--- config.mk ---
export PLATFORM = sky130hd
export DESIGN_NAME = round_judge_flat
export DESIGN_NICKNAME = d
export VERILOG_FILES = /design/src/rtl/round_judge_pkg.sv /design/src/rtl/round_judge_if.sv /design/src/rtl/round_judge_pattern_ram.sv /design/src/rtl/round_judge.sv /design/src/flat_wrapper.sv
export SDC_FILE = /design/constraint.sdc
export NUM_CORES = 1
export LEC_CHECK = 0
export BUFFER_PORTS_ARGS = -buffer_cell sky130_fd_sc_hd__buf_2
export CORE_ASPECT_RATIO = 1.5
export CORE_MARGIN = 8
export CORE_UTILIZATION = 36
export CTS_CLUSTER_SIZE = 20
export DETAILED_ROUTE_END_ITERATION = 8
export SYNTH_ARGS = -nofsm -noshare
export SYNTH_HDL_FRONTEND = slang
export SYNTH_SLANG_ARGS = --single-unit
--- constraint.sdc ---
create_clock -name clk -period 5.9 [get_ports clk]
set_input_delay 0.885 -clock clk [delete_from_list [all_inputs] [get_ports clk]]
set_output_delay 0.885 -clock clk [all_outputs]
set_load 0.02 [all_outputs]
--- src/rtl/round_judge_pkg.sv ---
// round_judge_pkg: shared state encoding and game-wide sizing constants
package round_judge_pkg;
    typedef enum logic [1:0] {J_IDLE, J_COLLECT, J_RESULT} judge_state_t;
    localparam int SYM_W     = 2;
    localparam int MAX_LEN   = 16;
    localparam int TIMEOUT_T = 3000;
endpackage

--- src/rtl/round_judge_if.sv ---
// round_judge_if: pattern load, round control, button input and per-round result strobe
interface round_judge_if #(
    parameter int MAX_LEN = round_judge_pkg::MAX_LEN,
    parameter int SYM_W   = round_judge_pkg::SYM_W
);
    localparam int AW = $clog2(MAX_LEN);
    localparam int LW = AW + 1;
    logic             pat_we;
    logic [AW-1:0]    pat_addr;
    logic [SYM_W-1:0] pat_sym;
    logic             start;
    logic [LW-1:0]    pat_len;
    logic             btn_valid;
    logic [SYM_W-1:0] btn_sym;
    logic             tick;
    logic             game_over;
    logic             busy;
    logic [AW-1:0]    idx;
    logic             res_en;
    logic             res_combo;
    logic             res_life;
    modport master (
        output pat_we, pat_addr, pat_sym, start, pat_len, btn_valid, btn_sym, tick, game_over,
        input  busy, idx, res_en, res_combo, res_life
    );
    modport slave (
        input  pat_we, pat_addr, pat_sym, start, pat_len, btn_valid, btn_sym, tick, game_over,
        output busy, idx, res_en, res_combo, res_life
    );
endinterface

--- src/rtl/round_judge_pattern_ram.sv ---
// round_judge_pattern_ram: pattern storage, synchronous write and asynchronous read
module round_judge_pattern_ram #(
    parameter int MAX_LEN = 16,
    parameter int SYM_W   = 2
) (
    input  logic                       clk,
    input  logic                       i_we,
    input  logic [$clog2(MAX_LEN)-1:0] i_waddr,
    input  logic [SYM_W-1:0]           i_wdata,
    input  logic [$clog2(MAX_LEN)-1:0] i_raddr,
    output logic [SYM_W-1:0]           o_rdata
);
    logic [SYM_W-1:0] r_mem [MAX_LEN];

    // contents are intentionally not reset; the generator reloads before each round
    always_ff @(posedge clk) begin
        if (i_we) r_mem[i_waddr] <= i_wdata;
    end

    assign o_rdata = r_mem[i_raddr];
endmodule

--- src/rtl/round_judge.sv ---
// round_judge: checks button presses against the stored pattern and issues one hit/miss strobe per round
module round_judge #(
    parameter int MAX_LEN   = round_judge_pkg::MAX_LEN,
    parameter int SYM_W     = round_judge_pkg::SYM_W,
    parameter int TIMEOUT_T = round_judge_pkg::TIMEOUT_T
) (
    input  logic         clk,
    input  logic         reset,
    round_judge_if.slave bus
);
    import round_judge_pkg::*;

    localparam int AW = $clog2(MAX_LEN);
    localparam int LW = AW + 1;
    localparam int TW = $clog2(TIMEOUT_T + 1);

    judge_state_t     r_state;
    logic [AW-1:0]    r_idx;
    logic [LW-1:0]    r_len;
    logic [TW-1:0]    r_timer;
    logic             r_busy;
    logic             r_en;
    logic             r_combo;
    logic             r_life;
    logic             w_we;
    logic [SYM_W-1:0] w_sym;
    logic [LW-1:0]    w_len;
    logic             w_match;
    logic             w_last;
    logic             w_tmo;
    logic             w_hit;
    logic             w_done;

    // the pattern is frozen once a round is collecting
    assign w_we    = bus.pat_we && r_state == J_IDLE;
    assign w_len   = bus.pat_len > LW'(MAX_LEN) ? LW'(MAX_LEN) : bus.pat_len;
    assign w_match = bus.btn_sym == w_sym;
    assign w_last  = LW'(r_idx) == r_len - LW'(1);
    assign w_tmo   = r_timer == TW'(TIMEOUT_T - 1);
    // a press in the same cycle as the expiring tick takes priority over the timeout
    assign w_hit   = bus.btn_valid && w_match;
    assign w_done  = bus.btn_valid ? (!w_match || w_last) : (bus.tick && w_tmo);

    round_judge_pattern_ram #(.MAX_LEN(MAX_LEN), .SYM_W(SYM_W)) u_ram (
        .clk     (clk),
        .i_we    (w_we),
        .i_waddr (bus.pat_addr),
        .i_wdata (bus.pat_sym),
        .i_raddr (r_idx),
        .o_rdata (w_sym)
    );

    // round FSM with counters and registered result outputs
    always_ff @(posedge clk) begin
        if (reset) begin
            r_state <= J_IDLE;
            r_idx   <= '0;
            r_len   <= '0;
            r_timer <= '0;
            r_busy  <= 1'b0;
            r_en    <= 1'b0;
            r_combo <= 1'b0;
            r_life  <= 1'b1;
        end else begin
            r_en <= 1'b0;
            case (r_state)
                J_IDLE: begin
                    if (bus.start && !bus.game_over && bus.pat_len != '0) begin
                        r_state <= J_COLLECT;
                        r_busy  <= 1'b1;
                        r_len   <= w_len;
                        r_idx   <= '0;
                        r_timer <= '0;
                    end
                end
                J_COLLECT: begin
                    if (w_done) begin
                        r_state <= J_RESULT;
                        r_en    <= 1'b1;
                        r_combo <= w_hit;
                        r_life  <= w_hit;
                    end else if (bus.btn_valid) begin
                        r_idx   <= r_idx + AW'(1);
                        r_timer <= '0;
                    end else if (bus.tick) begin
                        r_timer <= r_timer + TW'(1);
                    end
                end
                J_RESULT: begin
                    r_state <= J_IDLE;
                    r_busy  <= 1'b0;
                    r_idx   <= '0;
                end
                default: r_state <= J_IDLE;
            endcase
        end
    end

    assign bus.busy      = r_busy;
    assign bus.idx       = r_idx;
    assign bus.res_en    = r_en;
    assign bus.res_combo = r_combo;
    assign bus.res_life  = r_life;
endmodule
--- src/flat_wrapper.sv ---
// flat-port wrapper written by rule: the top's interface ports become plain ports
module round_judge_flat import round_judge_pkg::*;
#(
    parameter int MAX_LEN   = round_judge_pkg::MAX_LEN,
    parameter int SYM_W     = round_judge_pkg::SYM_W,
    parameter int TIMEOUT_T = round_judge_pkg::TIMEOUT_T
)
  (clk, reset, bus_pat_we, bus_pat_addr, bus_pat_sym, bus_start, bus_pat_len, bus_btn_valid, bus_btn_sym, bus_tick, bus_game_over, bus_busy, bus_idx, bus_res_en, bus_res_combo, bus_res_life);
  round_judge_if #(.MAX_LEN(MAX_LEN), .SYM_W(SYM_W)) bus_i ();
  input  logic clk;
  input  logic reset;
  input wire logic [$bits(bus_i.pat_we)-1:0] bus_pat_we;
  input wire logic [$bits(bus_i.pat_addr)-1:0] bus_pat_addr;
  input wire logic [$bits(bus_i.pat_sym)-1:0] bus_pat_sym;
  input wire logic [$bits(bus_i.start)-1:0] bus_start;
  input wire logic [$bits(bus_i.pat_len)-1:0] bus_pat_len;
  input wire logic [$bits(bus_i.btn_valid)-1:0] bus_btn_valid;
  input wire logic [$bits(bus_i.btn_sym)-1:0] bus_btn_sym;
  input wire logic [$bits(bus_i.tick)-1:0] bus_tick;
  input wire logic [$bits(bus_i.game_over)-1:0] bus_game_over;
  output wire logic [$bits(bus_i.busy)-1:0] bus_busy;
  output wire logic [$bits(bus_i.idx)-1:0] bus_idx;
  output wire logic [$bits(bus_i.res_en)-1:0] bus_res_en;
  output wire logic [$bits(bus_i.res_combo)-1:0] bus_res_combo;
  output wire logic [$bits(bus_i.res_life)-1:0] bus_res_life;
  assign bus_i.pat_we = bus_pat_we;
  assign bus_i.pat_addr = bus_pat_addr;
  assign bus_i.pat_sym = bus_pat_sym;
  assign bus_i.start = bus_start;
  assign bus_i.pat_len = bus_pat_len;
  assign bus_i.btn_valid = bus_btn_valid;
  assign bus_i.btn_sym = bus_btn_sym;
  assign bus_i.tick = bus_tick;
  assign bus_i.game_over = bus_game_over;
  assign bus_busy = bus_i.busy;
  assign bus_idx = bus_i.idx;
  assign bus_res_en = bus_i.res_en;
  assign bus_res_combo = bus_i.res_combo;
  assign bus_res_life = bus_i.res_life;
  round_judge #(.MAX_LEN(MAX_LEN), .SYM_W(SYM_W), .TIMEOUT_T(TIMEOUT_T)) u_core (.clk(clk), .reset(reset), .bus(bus_i));
endmodule
==> results of run 1 <==
## per-layer routing
layer / share of wire / vias up / routed length (um)
li1: - / 1107 / -
met1: 0.41 / 1086 / 2840
met2: 0.53 / 41 / 3650
met3: 0.034 / 12 / 235
met4: 0.023 / 0 / 158
met5: 0 / - / 0
## area by class of cell
type                            count  area, um2  share of cell area
Tap cell                          107        134              0.0379
Clock buffer                       10        229              0.0648
Multi-Input combinational cell    197       1370               0.389
Sequential cell                    63       1580               0.447
Inverter                            8       30.0             0.00850
Clock inverter                      6       51.3              0.0145
Timing Repair Buffer               27        135              0.0382
## flip-flops by register name, summed over array words and instances, names as in the netlist, named ones only
name and flops:
u_core.u_ram.r_mem 32, u_core.r_timer 12, u_core.r_len 5, u_core.bus.idx 4, u_core.r_state 2, u_core.bus.busy 1
u_core.bus.res_combo 1, u_core.bus.res_en 1, u_core.bus.res_life 1
## critical path, cell delays in order (launching register included)
cell and delay, ps:
sky130_fd_sc_hd__dfxtp_1 510, sky130_fd_sc_hd__mux4_1 650, sky130_fd_sc_hd__mux4_2 510, sky130_fd_sc_hd__xnor2_2 160
sky130_fd_sc_hd__o31a_4 220, sky130_fd_sc_hd__o21bai_2 180, sky130_fd_sc_hd__or4_1 450, sky130_fd_sc_hd__a21oi_1 140
## power by group
group	switching, W	leakage, nW	internal [W]
Clock	0.000176	0.139	0.000320
Sequential	0.00000412	0.539	0.000466
Combinational	0.0000437	0.586	0.0000235
## worst max path at each step
stage | from | to | slack (ps)
6_report | flip-flop | u_core.r_timer[11] | 3000
5_1_grt | flip-flop | u_core.r_timer[10] | 2870
4_1_cts | flip-flop | u_core.r_timer[11] | 2980
3_5_place_dp | bus_tick | u_core.r_timer[10] | 2860
3_3_place_gp | bus_tick | u_core.r_timer[10] | 2930
2_1_floorplan | bus_tick | u_core.r_timer[10] | 3280
## synth_stat cells (all sizes together) (5+ instances only)
cell type,instances
mux4,7
a21oi,14
nor3b,5
mux2i,6
nand3b,5
o21ai,11
dfxtp,31
nor2,43
inv,7
xnor2,6
clkbuf,5
nand2,16
nand3,6
edfxtp,32
nor3,10
## metrics by stage
stage	hold slack, ps	util	setup slack [ps]	area [um2]
finish	493	0.425	3000	3530
global route	536	0.425	2870	3530
CTS	497	0.425	2980	3530
detailed placement	486	0.392	2860	3250
global placement	481	0.392	2930	3250
floorplan	462	-	3280	3030
## cells by family after synthesis
group,Yosys count,share of synthesized area
adder cells (fa/ha/maj),3,0.0124
AO/OA/AOI/OAI,55,0.127
XOR/XNOR,7,0.0227
buffers and inverters,17,0.0256
flip-flops,63,0.521
AND/OR/NAND/NOR,115,0.198
multiplexers,17,0.0928
==> report_table.html, run 1 <==
<table>
<tr><th>Metric</th><th>Value</th></tr>
<tr><th colspan="2">Status</th></tr>
<tr><td>Outcome</td><td>finished clean</td></tr>
<tr><th colspan="2">Synthesis</th></tr>
<tr><td>Number of nets produced by synthesis</td><td>300</td></tr>
<tr><td>Instance count of the mapped netlist</td><td>~280</td></tr>
<tr><td>Primary flip-flop cell chosen by synthesis mapping</td><td>sky130_fd_sc_hd__edfxtp_1</td></tr>
<tr><td>Synthesized flop and latch total</td><td>63</td></tr>
<tr><td>Number of different library cells in the post-synthesis netlist</td><td>59</td></tr>
<tr><td>Avg Cell Area, Syn</td><td>10.9 um2</td></tr>
<tr><td>Dominant cells by area after synthesis</td><td>sky130_fd_sc_hd__edfxtp_1 32%, sky130_fd_sc_hd__dfxtp_1 20%, sky130_fd_sc_hd__nor2_1 5.2%</td></tr>
<tr><td>Number of synthesis warnings</td><td>0</td></tr>
<tr><td>Sequential area share after synthesis</td><td>0.521</td></tr>
<tr><td>Number of synthesized flops with an enable pin</td><td>32</td></tr>
<tr><td>Cell type contributing the most total cell area after synthesis</td><td>sky130_fd_sc_hd__edfxtp_1</td></tr>
<tr><td>Area of the mapped netlist</td><td>just over 3000 um2</td></tr>
<tr><td>Async set or reset register ratio after synthesis</td><td>0</td></tr>
<tr><td>Portion of synthesized cell area occupied by the leading cell type</td><td>0.317</td></tr>
<tr><th colspan="2">Finish</th></tr>
<tr><td>Final cell count without fillers</td><td>roughly 420</td></tr>
<tr><td>Layout-stage area growth over the synthesis result</td><td>16.5%</td></tr>
<tr><td>Number of nets in the finished design</td><td>around 330</td></tr>
<tr><td>Most common cell after layout, fill and taps aside</td><td>sky130_fd_sc_hd__nor2_1</td></tr>
<tr><td>Antenna Diode Count</td><td>0</td></tr>
<tr><td>Top library cells by usage in the layout, fill and taps aside</td><td>42 x sky130_fd_sc_hd__nor2_1, 32 x sky130_fd_sc_hd__edfxtp_1, 31 x sky130_fd_sc_hd__dfxtp_1</td></tr>
<tr><td>Layout cells sized above 1</td><td>0.158</td></tr>
<tr><td>Filler cell count</td><td>a little over 800</td></tr>
<tr><th colspan="2">Worst hold path</th></tr>
<tr><td>Number of cells on the worst hold path</td><td>2</td></tr>
<tr><td>End point of the most critical hold path</td><td>u_core.bus.res_combo</td></tr>
<tr><td>Worst hold-check path type</td><td>flip-flop to flip-flop</td></tr>
<tr><td>Startpoint of the worst hold path</td><td>u_core.bus.res_combo</td></tr>
<tr><th colspan="2">Global route</th></tr>
<tr><td>Total routing resource utilization after global routing</td><td>0.125</td></tr>
<tr><td>Leftover overflow at the end of global routing</td><td>0</td></tr>
<tr><td>Met1 track demand over resource in global routing</td><td>0.127</td></tr>
<tr><td>Met3 layer usage reported by global route</td><td>0.0414</td></tr>
<tr><td>Number of global-route vias before repair</td><td>approximately 2300</td></tr>
<tr><td>First-pass GRT wire length</td><td>about 11000 um</td></tr>
<tr><td>Antenna violations before repair</td><td>0</td></tr>
<tr><td>Highest-utilization routing layer at the global route stage</td><td>met2</td></tr>
<tr><td>Fraction of met2 tracks used by global routing</td><td>0.220</td></tr>
<tr><td>Pin count of the biggest net entering global routing</td><td>28</td></tr>
<tr><th colspan="2">Die</th></tr>
<tr><td>FP Rows</td><td>roughly 40</td></tr>
<tr><td>Die area</td><td>approximately 12000 um2</td></tr>
<tr><td>Top-Level Pins</td><td>28</td></tr>
<tr><td>Core region area</td><td>between 8000 and 9000 um2</td></tr>
<tr><td>Die Wd</td><td>approximately 91 um</td></tr>
<tr><td>Starting Density</td><td>0.365</td></tr>
<tr><td>DIE HEIGHT</td><td>approximately 130 um</td></tr>
<tr><th colspan="2">Pwr</th></tr>
<tr><td>Peak VDD IR</td><td>176 uV</td></tr>
<tr><td>Leakage power of the design</td><td>~1.3 nW</td></tr>
<tr><td>Post-layout total power</td><td>around 0.0010 W</td></tr>
<tr><td>Pwr dens</td><td>between 200 and 300 nW/um2</td></tr>
<tr><th colspan="2">Detailed routing</th></tr>
<tr><td>Iteration-0 DRC count of the detailed router</td><td>88</td></tr>
<tr><td>Sum of routed wire length over all layers</td><td>about 6900 um</td></tr>
<tr><td>Mean number of vias per cell</td><td>~5.4</td></tr>
<tr><td>DRC violations left</td><td>0</td></tr>
<tr><td>Number of iterations in the first detailed-routing pass</td><td>4</td></tr>
<tr><td>Via count</td><td>about 2200</td></tr>
<tr><td>Post-detailed-route count of antenna-violating nets</td><td>0</td></tr>
<tr><td>Detailed-route wire length per cell</td><td>16.5 um</td></tr>
<tr><th colspan="2">STA</th></tr>
<tr><td>Setup total negative slack</td><td>0 ps</td></tr>
<tr><td>Fin. Hold Viols</td><td>0</td></tr>
<tr><td>Period utilisation layout</td><td>0.491</td></tr>
<tr><td>Fmax</td><td>roughly 350 MHz</td></tr>
<tr><td>Final period demand of the worst path</td><td>2900 ps</td></tr>
<tr><td>Worst clock skew</td><td>7.51 ps</td></tr>
<tr><td>Max-slew headroom</td><td>0.568</td></tr>
<tr><td>Slew Limit Fails</td><td>0</td></tr>
<tr><td>Slew at the pin with the worst max-slew slack</td><td>643 ps</td></tr>
<tr><td>Unrepaired setup endpoints after global routing</td><td>no</td></tr>
<tr><td>Final Setup Violations</td><td>0</td></tr>
<tr><th colspan="2">Clock tree</th></tr>
<tr><td>Clk buf depth</td><td>2</td></tr>
<tr><td>TritonCTS Buffers</td><td>9</td></tr>
<tr><td>Library cell used as clock root buffer</td><td>sky130_fd_sc_hd__clkbuf_16</td></tr>
<tr><td>Number of clock sinks</td><td>63</td></tr>
<tr><td>CTS hold repair buffers</td><td>0</td></tr>
<tr><td>Clock latency reported for the late side of the worst-skew pair</td><td>330 ps</td></tr>
<tr><td>Total number of H-tree levels</td><td>3</td></tr>
<tr><td>Quantity of gates resized following cts</td><td>0</td></tr>
<tr><td>CTS clock-pin slew for the worst setup and hold paths</td><td>roughly 50 ps</td></tr>
<tr><td>Postcts setup bufs</td><td>0</td></tr>
<tr><td>CTS tree</td><td>done</td></tr>
<tr><th colspan="2">Place</th></tr>
<tr><td>Placed cell count</td><td>between 400 and 500</td></tr>
<tr><td>Detail Placement HPWL</td><td>approximately 5000 um</td></tr>
<tr><td>Global placement routability congestion</td><td>0.801</td></tr>
<tr><td>I/O Buffers</td><td>27</td></tr>
<tr><th colspan="2">Setup path</th></tr>
<tr><td>Count of cells along the worst register-to-register path</td><td>7</td></tr>
<tr><td>Maximum fanout count along the critical path</td><td>13</td></tr>
<tr><td>Arrival @ worst endpoint</td><td>3150 ps</td></tr>
<tr><td>CP Class</td><td>flip-flop to flip-flop</td></tr>
<tr><td>Kind of capture point of the worst setup path</td><td>flip-flop</td></tr>
<tr><td>Internal reg-to-reg setup slack</td><td>between 3000 and 4000 ps</td></tr>
<tr><td>Worst path required time</td><td>between 6000 and 7000 ps</td></tr>
<tr><td>Type of origin of the critical path</td><td>flip-flop</td></tr>
<tr><td>Reg2Reg Capture Point</td><td>u_core.r_timer[11]</td></tr>
<tr><th colspan="2">Run</th></tr>
<tr><td># Max-Cap Violations</td><td>0</td></tr>
</table>
No activity file was read; power rests on OpenSTA's default activity.
==> run 2, diff against run 1 <==
- clock period: 5.9 -> 2.4 ns (I/O delays scaled with it)
==> report_table.html, run 2 (same netlist as run 1, synthesis figures left out) <==
<table>
<tr><th>Metric</th><th>Value</th></tr>
<tr><th colspan="2">Place</th></tr>
<tr><td>Pre-CTS worst setup slack</td><td>-322 ps</td></tr>
<tr><td>Placed cell count</td><td>420</td></tr>
<tr><td>Detail Placement HPWL</td><td>between 5000 and 6000 um</td></tr>
<tr><td>Global placement routability congestion</td><td>just over 0.8</td></tr>
<tr><td>I/O Buffers</td><td>27</td></tr>
<tr><td>Placed standard-cell area</td><td>3380 um2</td></tr>
<tr><th colspan="2">Clock tree</th></tr>
<tr><td>CTS clock-pin slew for the worst setup and hold paths</td><td>roughly 50 ps</td></tr>
<tr><td>Number of clock sinks</td><td>63</td></tr>
<tr><td>Total number of H-tree levels</td><td>3</td></tr>
<tr><td>CTS tree</td><td>done</td></tr>
<tr><td>Library cell used as clock root buffer</td><td>sky130_fd_sc_hd__clkbuf_16</td></tr>
<tr><td>Clock latency reported for the late side of the worst-skew pair</td><td>330 ps</td></tr>
<tr><td>CTS hold repair buffers</td><td>0</td></tr>
<tr><td>Clk buf depth</td><td>2</td></tr>
<tr><td>TritonCTS Buffers</td><td>9</td></tr>
<tr><th colspan="2">Detailed routing</th></tr>
<tr><td>Detailed-route wire length per cell</td><td>around 16 um</td></tr>
<tr><td>Mean number of vias per cell</td><td>~5.2</td></tr>
<tr><td>Iteration-0 DRC count of the detailed router</td><td>roughly 110</td></tr>
<tr><td>Post-detailed-route count of antenna-violating nets</td><td>0</td></tr>
<tr><td>Sum of routed wire length over all layers</td><td>~7200 um</td></tr>
<tr><td>Number of iterations in the first detailed-routing pass</td><td>4</td></tr>
<tr><td>DRC violations left</td><td>0</td></tr>
<tr><td>Via count</td><td>about 2300</td></tr>
<tr><th colspan="2">Finish</th></tr>
<tr><td>Top reg by flops</td><td>u_core.u_ram.r_mem</td></tr>
<tr><td>Antenna Diode Count</td><td>0</td></tr>
<tr><td>Number of nets in the finished design</td><td>~350</td></tr>
<tr><td>Final standard cell area without fillers</td><td>~3800 um2</td></tr>
<tr><td>Most common cell after layout, fill and taps aside</td><td>sky130_fd_sc_hd__nor2_1</td></tr>
<tr><td>Top library cells by usage in the layout, fill and taps aside</td><td>42 x sky130_fd_sc_hd__nor2_1, 32 x sky130_fd_sc_hd__edfxtp_1, 29 x sky130_fd_sc_hd__dfxtp_1</td></tr>
<tr><td>FF+latch area</td><td>between 1500 and 2000 um2</td></tr>
<tr><td>Max reg flops</td><td>32</td></tr>
<tr><td>Filler cell count</td><td>about 820</td></tr>
<tr><td>Layout cells sized above 1</td><td>0.276</td></tr>
<tr><td>Total area of multi-input combinational cells</td><td>~1400 um2</td></tr>
<tr><td>Final cell count without fillers</td><td>440</td></tr>
<tr><td>Layout-stage area growth over the synthesis result</td><td>25.0%</td></tr>
<tr><td>Top flop regs</td><td>u_core.u_ram.r_mem x32, u_core.r_timer x12, u_core.r_len x5</td></tr>
<tr><th colspan="2">Die</th></tr>
<tr><td>Die Wd</td><td>between 90 and 100 um</td></tr>
<tr><td>Die area</td><td>between 10000 and 15000 um2</td></tr>
<tr><td>DIE HEIGHT</td><td>around 130 um</td></tr>
<tr><td>Starting Density</td><td>0.365</td></tr>
<tr><td>Core region area</td><td>8310 um2</td></tr>
<tr><td>FP Rows</td><td>~40</td></tr>
<tr><td>Top-Level Pins</td><td>28</td></tr>
<tr><th colspan="2">STA</th></tr>
<tr><td>Final Setup Violations</td><td>18</td></tr>
<tr><td>Final worst slack</td><td>-127 ps</td></tr>
<tr><td>Worst clock skew</td><td>5.72 ps</td></tr>
<tr><td>Hold slack final</td><td>about 360 ps</td></tr>
<tr><td>Fin. Hold Viols</td><td>0</td></tr>
<tr><td>Unrepaired setup endpoints after global routing</td><td>yes</td></tr>
<tr><td>Slew Limit Fails</td><td>0</td></tr>
<tr><td>Max-slew headroom</td><td>0.584</td></tr>
<tr><td>Fmax</td><td>approximately 400 MHz</td></tr>
<tr><td>Period utilisation layout</td><td>1.05</td></tr>
<tr><td>Final period demand of the worst path</td><td>roughly 2500 ps</td></tr>
<tr><td>Slew at the pin with the worst max-slew slack</td><td>a little over 600 ps</td></tr>
<tr><th colspan="2">Global route</th></tr>
<tr><td>Fraction of met2 tracks used by global routing</td><td>0.240</td></tr>
<tr><td>Met3 layer usage reported by global route</td><td>0.0274</td></tr>
<tr><td>Highest-utilization routing layer at the global route stage</td><td>met2</td></tr>
<tr><td>Number of global-route vias before repair</td><td>roughly 2300</td></tr>
<tr><td>Leftover overflow at the end of global routing</td><td>0</td></tr>
<tr><td>Met1 track demand over resource in global routing</td><td>0.131</td></tr>
<tr><td>First-pass GRT wire length</td><td>about 12000 um</td></tr>
<tr><td>Pin count of the biggest net entering global routing</td><td>27</td></tr>
<tr><td>Antenna violations before repair</td><td>0</td></tr>
<tr><td>Total routing resource utilization after global routing</td><td>0.128</td></tr>
<tr><th colspan="2">Pwr</th></tr>
<tr><td>Leakage power of the design</td><td>~1.4 nW</td></tr>
<tr><td>Pwr dens</td><td>slightly below 700 nW/um2</td></tr>
<tr><td>Fraction of power consumed by sequential logic</td><td>0.446</td></tr>
<tr><td>Switching power summed over all nets</td><td>0.000574 W</td></tr>
<tr><td>Switching power as a share of total power</td><td>0.222</td></tr>
<tr><td>Relative contribution of combinational cells to total power</td><td>0.086</td></tr>
<tr><td>Peak VDD IR</td><td>415 uV</td></tr>
<tr><td>Part of the total power dissipated in the clock network</td><td>0.469</td></tr>
<tr><td>Power Internal</td><td>between 0.002 and 0.0025 W</td></tr>
<tr><th colspan="2">Setup path</th></tr>
<tr><td>Type of origin of the critical path</td><td>flip-flop</td></tr>
<tr><td>CP Class</td><td>flip-flop to flip-flop</td></tr>
<tr><td>Kind of capture point of the worst setup path</td><td>flip-flop</td></tr>
<tr><td>Cell type group with the largest total delay on the critical path</td><td>compound AO/OA/AOI/OAI gates</td></tr>
<tr><td>Crit path largest cell delay</td><td>490 ps</td></tr>
<tr><td>Arrival @ worst endpoint</td><td>2790 ps</td></tr>
<tr><td>Critical path buffers and inverters</td><td>1</td></tr>
<tr><td>Worst-path cell with the longest stage delay</td><td>sky130_fd_sc_hd__mux4_2</td></tr>
<tr><td>Maximum fanout count along the critical path</td><td>7</td></tr>
<tr><td>Worst path required time</td><td>approximately 2700 ps</td></tr>
<tr><td>Cell-by-cell trace of the critical path</td><td>mux2_4, mux4_2, and4_1, o31a_4, buf_4, a211oi_4, o21bai_1, a21o_1</td></tr>
<tr><th colspan="2">Status</th></tr>
<tr><td>Violated checks</td><td>setup timing</td></tr>
<tr><td>Outcome</td><td>finished, violations left</td></tr>
<tr><th colspan="2">Worst hold path</th></tr>
<tr><td>Worst hold-check path type</td><td>primary input to flip-flop</td></tr>
<tr><th colspan="2">Run</th></tr>
<tr><td># Max-Cap Violations</td><td>0</td></tr>
</table>
[run 2: cell count changes in the layout (fill, tap and decap cells not counted), sizes merged]
cell,before,now
clkbuf,10,14
buf,27,49
o21bai,3,4
bufinv,1,0
clkinv,6,2
[run 2: metrics by stage]
| stage | utilization | TNS [ps] | total power [W] |
|---|---|---|---|
| finish | 0.456 | -1100 | 0.00259 |
| CTS | 0.448 | -940 | 0.00259 |
| global placement | 0.407 | -2450 | 0.00137 |
| detailed placement | 0.407 | -3890 | 0.00137 |
| global route | 0.456 | -3500 | 0.00267 |
| floorplan | - | -43.2 | 0.00129 |
[run 2: timing repair]
| action | 4_1_cts | 5_1_grt |
|---|---|---|
| cloned | 1 | 0 |
| endpoints found under the hold margin | 0 | 0 |
| pin swaps | 14 | 6 |
| buffers inserted | 0 | 4 |
| setup endpoints to repair | 23 | 21 |
| gates resized for setup | 15 | 9 |
[run 2: metal layers]
metal	part of all wire	wire length, um	vias up
met5	0	0	-
met4	0.018	133	0
met3	0.033	240	11
met2	0.55	3950	40
met1	0.40	2910	1111
li1	-	-	1140
[run 2: layout make-up]
type / instances / area share
clock inverters: 1 / 0.00132
inverters: 8 / 0.00792
well taps: 107 / 0.0353
flip-flops and latches: 63 / 0.419
repair buffers: 49 / 0.0822
multi-input cells: 198 / 0.382
clock buffers: 14 / 0.0723
[run 2: power by group through the flow]
stage / Sequential (W) / Combinational (W) / Clock, W
floorplan: 0.00118 / 0.000112 / 0
global placement: 0.00118 / 0.000192 / 0
detailed placement: 0.00118 / 0.000194 / 0
CTS: 0.00115 / 0.000208 / 0.00123
global route: 0.00115 / 0.000245 / 0.00127
finish: 0.00115 / 0.000223 / 0.00121
[run 2: worst reg2reg max path: cells and delay by family (launching register included)]
family / cells / cell delay, ps
AOI/OAI and AO/OA: 4 / 900
buffers and inverters: 1 / 160
DFF: 1 / 390
muxes: 2 / 800
and+or+nand+nor: 1 / 230
[run 2: final timing paths]
check               startpoint           endpoint  slack (ps)  depth (start not counted)
max                  flip-flop          flip-flop        -130                          8
min             bus_pat_len[4]    u_core.r_len[4]         360                          3
max reg2reg          flip-flop          flip-flop        -130                          8
min reg2reg  u_core.r_timer[4]  u_core.r_timer[4]         490                          2
==> run 3, diff against run 2 <==
- CORE_ASPECT_RATIO: 1.5 -> default
- HOLD_SLACK_MARGIN: default -> 0.06
==> report_table.html, run 3 (same netlist as run 1, synthesis figures left out) <==
<table>
<tr><th>Metric</th><th>Value</th></tr>
<tr><th colspan="2">Finish</th></tr>
<tr><td>Layout cells sized above 1</td><td>0.248</td></tr>
<tr><td>Layout-stage area growth over the synthesis result</td><td>20.9%</td></tr>
<tr><td>Top reg by flops</td><td>u_core.u_ram.r_mem</td></tr>
<tr><td>Antenna Diode Count</td><td>0</td></tr>
<tr><td>Most common cell after layout, fill and taps aside</td><td>sky130_fd_sc_hd__nor2_1</td></tr>
<tr><td>Top flop regs</td><td>u_core.u_ram.r_mem x32, u_core.r_timer x12, u_core.r_len x5</td></tr>
<tr><td>Max reg flops</td><td>32</td></tr>
<tr><td>Number of nets in the finished design</td><td>between 300 and 400</td></tr>
<tr><td>Top library cells by usage in the layout, fill and taps aside</td><td>42 x sky130_fd_sc_hd__nor2_1, 32 x sky130_fd_sc_hd__edfxtp_1, 29 x sky130_fd_sc_hd__dfxtp_1</td></tr>
<tr><td>Final cell count without fillers</td><td>around 440</td></tr>
<tr><td>Final standard cell area without fillers</td><td>approximately 3700 um2</td></tr>
<tr><th colspan="2">Place</th></tr>
<tr><td>Global placement routability congestion</td><td>0.799</td></tr>
<tr><td>Placed standard-cell area</td><td>around 3400 um2</td></tr>
<tr><td>I/O Buffers</td><td>27</td></tr>
<tr><td>Detail Placement HPWL</td><td>4920 um</td></tr>
<tr><td>Placed cell count</td><td>about 420</td></tr>
<tr><th colspan="2">STA</th></tr>
<tr><td>Unrepaired setup endpoints after global routing</td><td>yes</td></tr>
<tr><td>Final period demand of the worst path</td><td>~2500 ps</td></tr>
<tr><td>Period utilisation layout</td><td>1.03</td></tr>
<tr><td>Fin. Hold Viols</td><td>0</td></tr>
<tr><td>Fmax</td><td>approximately 400 MHz</td></tr>
<tr><td>Slew Limit Fails</td><td>0</td></tr>
<tr><td>Final Setup Violations</td><td>10</td></tr>
<tr><td>Slew at the pin with the worst max-slew slack</td><td>slightly below 800 ps</td></tr>
<tr><td>Worst clock skew</td><td>roughly 12 ps</td></tr>
<tr><td>Hold slack final</td><td>roughly 340 ps</td></tr>
<tr><td>Final worst slack</td><td>-78.8 ps</td></tr>
<tr><td>Setup total negative slack</td><td>-327 ps</td></tr>
<tr><td>Max-slew headroom</td><td>0.480</td></tr>
<tr><th colspan="2">Die</th></tr>
<tr><td>Top-Level Pins</td><td>28</td></tr>
<tr><td>DIE HEIGHT</td><td>approximately 110 um</td></tr>
<tr><td>FP Rows</td><td>33</td></tr>
<tr><td>Die area</td><td>between 10000 and 15000 um2</td></tr>
<tr><td>Core region area</td><td>8180 um2</td></tr>
<tr><td>Die Wd</td><td>108 um</td></tr>
<tr><td>Starting Density</td><td>0.371</td></tr>
<tr><th colspan="2">Detailed routing</th></tr>
<tr><td>DRC violations left</td><td>0</td></tr>
<tr><td>Number of iterations in the first detailed-routing pass</td><td>4</td></tr>
<tr><td>Sum of routed wire length over all layers</td><td>about 6800 um</td></tr>
<tr><td>Via count</td><td>about 2300</td></tr>
<tr><td>Iteration-0 DRC count of the detailed router</td><td>around 100</td></tr>
<tr><td>Mean number of vias per cell</td><td>5.30</td></tr>
<tr><td>Detailed-route wire length per cell</td><td>15.6 um</td></tr>
<tr><td>Post-detailed-route count of antenna-violating nets</td><td>0</td></tr>
<tr><th colspan="2">Pwr</th></tr>
<tr><td>Leakage power of the design</td><td>between 1 and 1.5 nW</td></tr>
<tr><td>Pwr dens</td><td>666 nW/um2</td></tr>
<tr><td>Peak VDD IR</td><td>around 310 uV</td></tr>
<tr><td>Post-layout total power</td><td>~0.0024 W</td></tr>
<tr><th colspan="2">Clock tree</th></tr>
<tr><td>CTS hold repair buffers</td><td>0</td></tr>
<tr><td>Total number of H-tree levels</td><td>3</td></tr>
<tr><td>Clk buf depth</td><td>2</td></tr>
<tr><td>TritonCTS Buffers</td><td>9</td></tr>
<tr><td>Clock latency reported for the late side of the worst-skew pair</td><td>about 350 ps</td></tr>
<tr><td>Library cell used as clock root buffer</td><td>sky130_fd_sc_hd__clkbuf_8</td></tr>
<tr><td>CTS tree</td><td>done</td></tr>
<tr><td>CTS clock-pin slew for the worst setup and hold paths</td><td>approximately 70 ps</td></tr>
<tr><td>Number of clock sinks</td><td>63</td></tr>
<tr><th colspan="2">Global route</th></tr>
<tr><td>Pin count of the biggest net entering global routing</td><td>27</td></tr>
<tr><td>Total routing resource utilization after global routing</td><td>0.125</td></tr>
<tr><td>Leftover overflow at the end of global routing</td><td>0</td></tr>
<tr><td>Antenna violations before repair</td><td>0</td></tr>
<tr><td>Met1 track demand over resource in global routing</td><td>0.156</td></tr>
<tr><td>Met3 layer usage reported by global route</td><td>0.0305</td></tr>
<tr><td>Number of global-route vias before repair</td><td>2192</td></tr>
<tr><td>First-pass GRT wire length</td><td>between 10000 and 15000 um</td></tr>
<tr><td>Highest-utilization routing layer at the global route stage</td><td>met2</td></tr>
<tr><td>Fraction of met2 tracks used by global routing</td><td>0.194</td></tr>
<tr><th colspan="2">Status</th></tr>
<tr><td>Outcome</td><td>finished, violations left</td></tr>
<tr><td>Violated checks</td><td>setup timing</td></tr>
<tr><th colspan="2">Setup path</th></tr>
<tr><td>CP Class</td><td>flip-flop to flip-flop</td></tr>
<tr><td>Worst path required time</td><td>roughly 2700 ps</td></tr>
<tr><td>Count of cells along the worst register-to-register path</td><td>7</td></tr>
<tr><td>Kind of capture point of the worst setup path</td><td>flip-flop</td></tr>
<tr><td>Internal reg-to-reg setup slack</td><td>-80 ps</td></tr>
<tr><td>Worst setup path end</td><td>u_core.r_timer[11]</td></tr>
<tr><td>Type of origin of the critical path</td><td>flip-flop</td></tr>
<tr><td>Reg2Reg Capture Point</td><td>u_core.r_timer[11]</td></tr>
<tr><td>Arrival @ worst endpoint</td><td>about 2800 ps</td></tr>
<tr><td>Maximum fanout count along the critical path</td><td>6</td></tr>
<tr><th colspan="2">Run</th></tr>
<tr><td># Max-Cap Violations</td><td>0</td></tr>
<tr><th colspan="2">Worst hold path</th></tr>
<tr><td>Worst hold-check path type</td><td>primary input to flip-flop</td></tr>
</table>
run 3: changes by cell type in the layout (fill, tap and decap cells not counted), sizes merged:
cell and change:
bufinv +3, clkbuf -3, buf -2, clkinv +1
o21bai -1
run 3: worst max-delay path: stages (launching register included):
cell                       delay [ps]
sky130_fd_sc_hd__dfxtp_4          390
sky130_fd_sc_hd__mux4_2           500
sky130_fd_sc_hd__mux4_2           510
sky130_fd_sc_hd__xnor2_2          160
sky130_fd_sc_hd__o31a_4           220
sky130_fd_sc_hd__o21bai_4          90
sky130_fd_sc_hd__or4_1            420
sky130_fd_sc_hd__a21oi_1          130
run 3: per-layer routing:
layer	wire length [um]	up-vias	share of wire
met1	3130	1124	0.46
li1	-	1136	-
met4	138	0	0.020
met3	205	11	0.030
met2	3330	39	0.49
met5	0	-	0
run 3: cell type report:
cell class	instances	area, um2
fillers	758	4510
clock inverters	5	97.6
inverters	8	30.0
clock buffers	11	131
flip-flops and latches	63	1590
repair buffers	47	289
well taps	105	131
multi-input cells	197	1400
run 3: what timing repair did:
action | 4_1_cts | 5_1_grt
pin swaps | 3 | 2
setup endpoints to repair | 21 | 21
resized for setup | 5 | 8
endpoints found under the hold margin | 0 | 0
setup buffers | 0 | 4
run 3: how the worst min path moves through the flow:
stage	startpoint	endpoint	slack [ps]	cells after the start
floorplan	bus_pat_sym[0]	u_core.u_ram.r_mem[0][0]	460	0
global placement	u_core.bus.res_combo	u_core.bus.res_combo	490	2
detailed placement	u_core.bus.res_combo	u_core.bus.res_combo	490	2
CTS	bus_pat_len[4]	u_core.r_len[4]	330	3
global route	bus_pat_len[4]	u_core.r_len[4]	360	3
finish	bus_pat_len[4]	u_core.r_len[4]	340	3
run 3: stage by stage:
step | utilization | worst slack, ps
floorplan | - | -32.0
global placement | 0.412 | -197
detailed placement | 0.412 | -265
CTS | 0.441 | -95.3
global route | 0.448 | -195
finish | 0.448 | -78.8
run 3: report_power, final:
group          total (W)  switching [W]  internal, W
clock network    0.00109       0.000402     0.000684
logic           0.000205       0.000120    0.0000850
registers        0.00115     0.00000929      0.00114
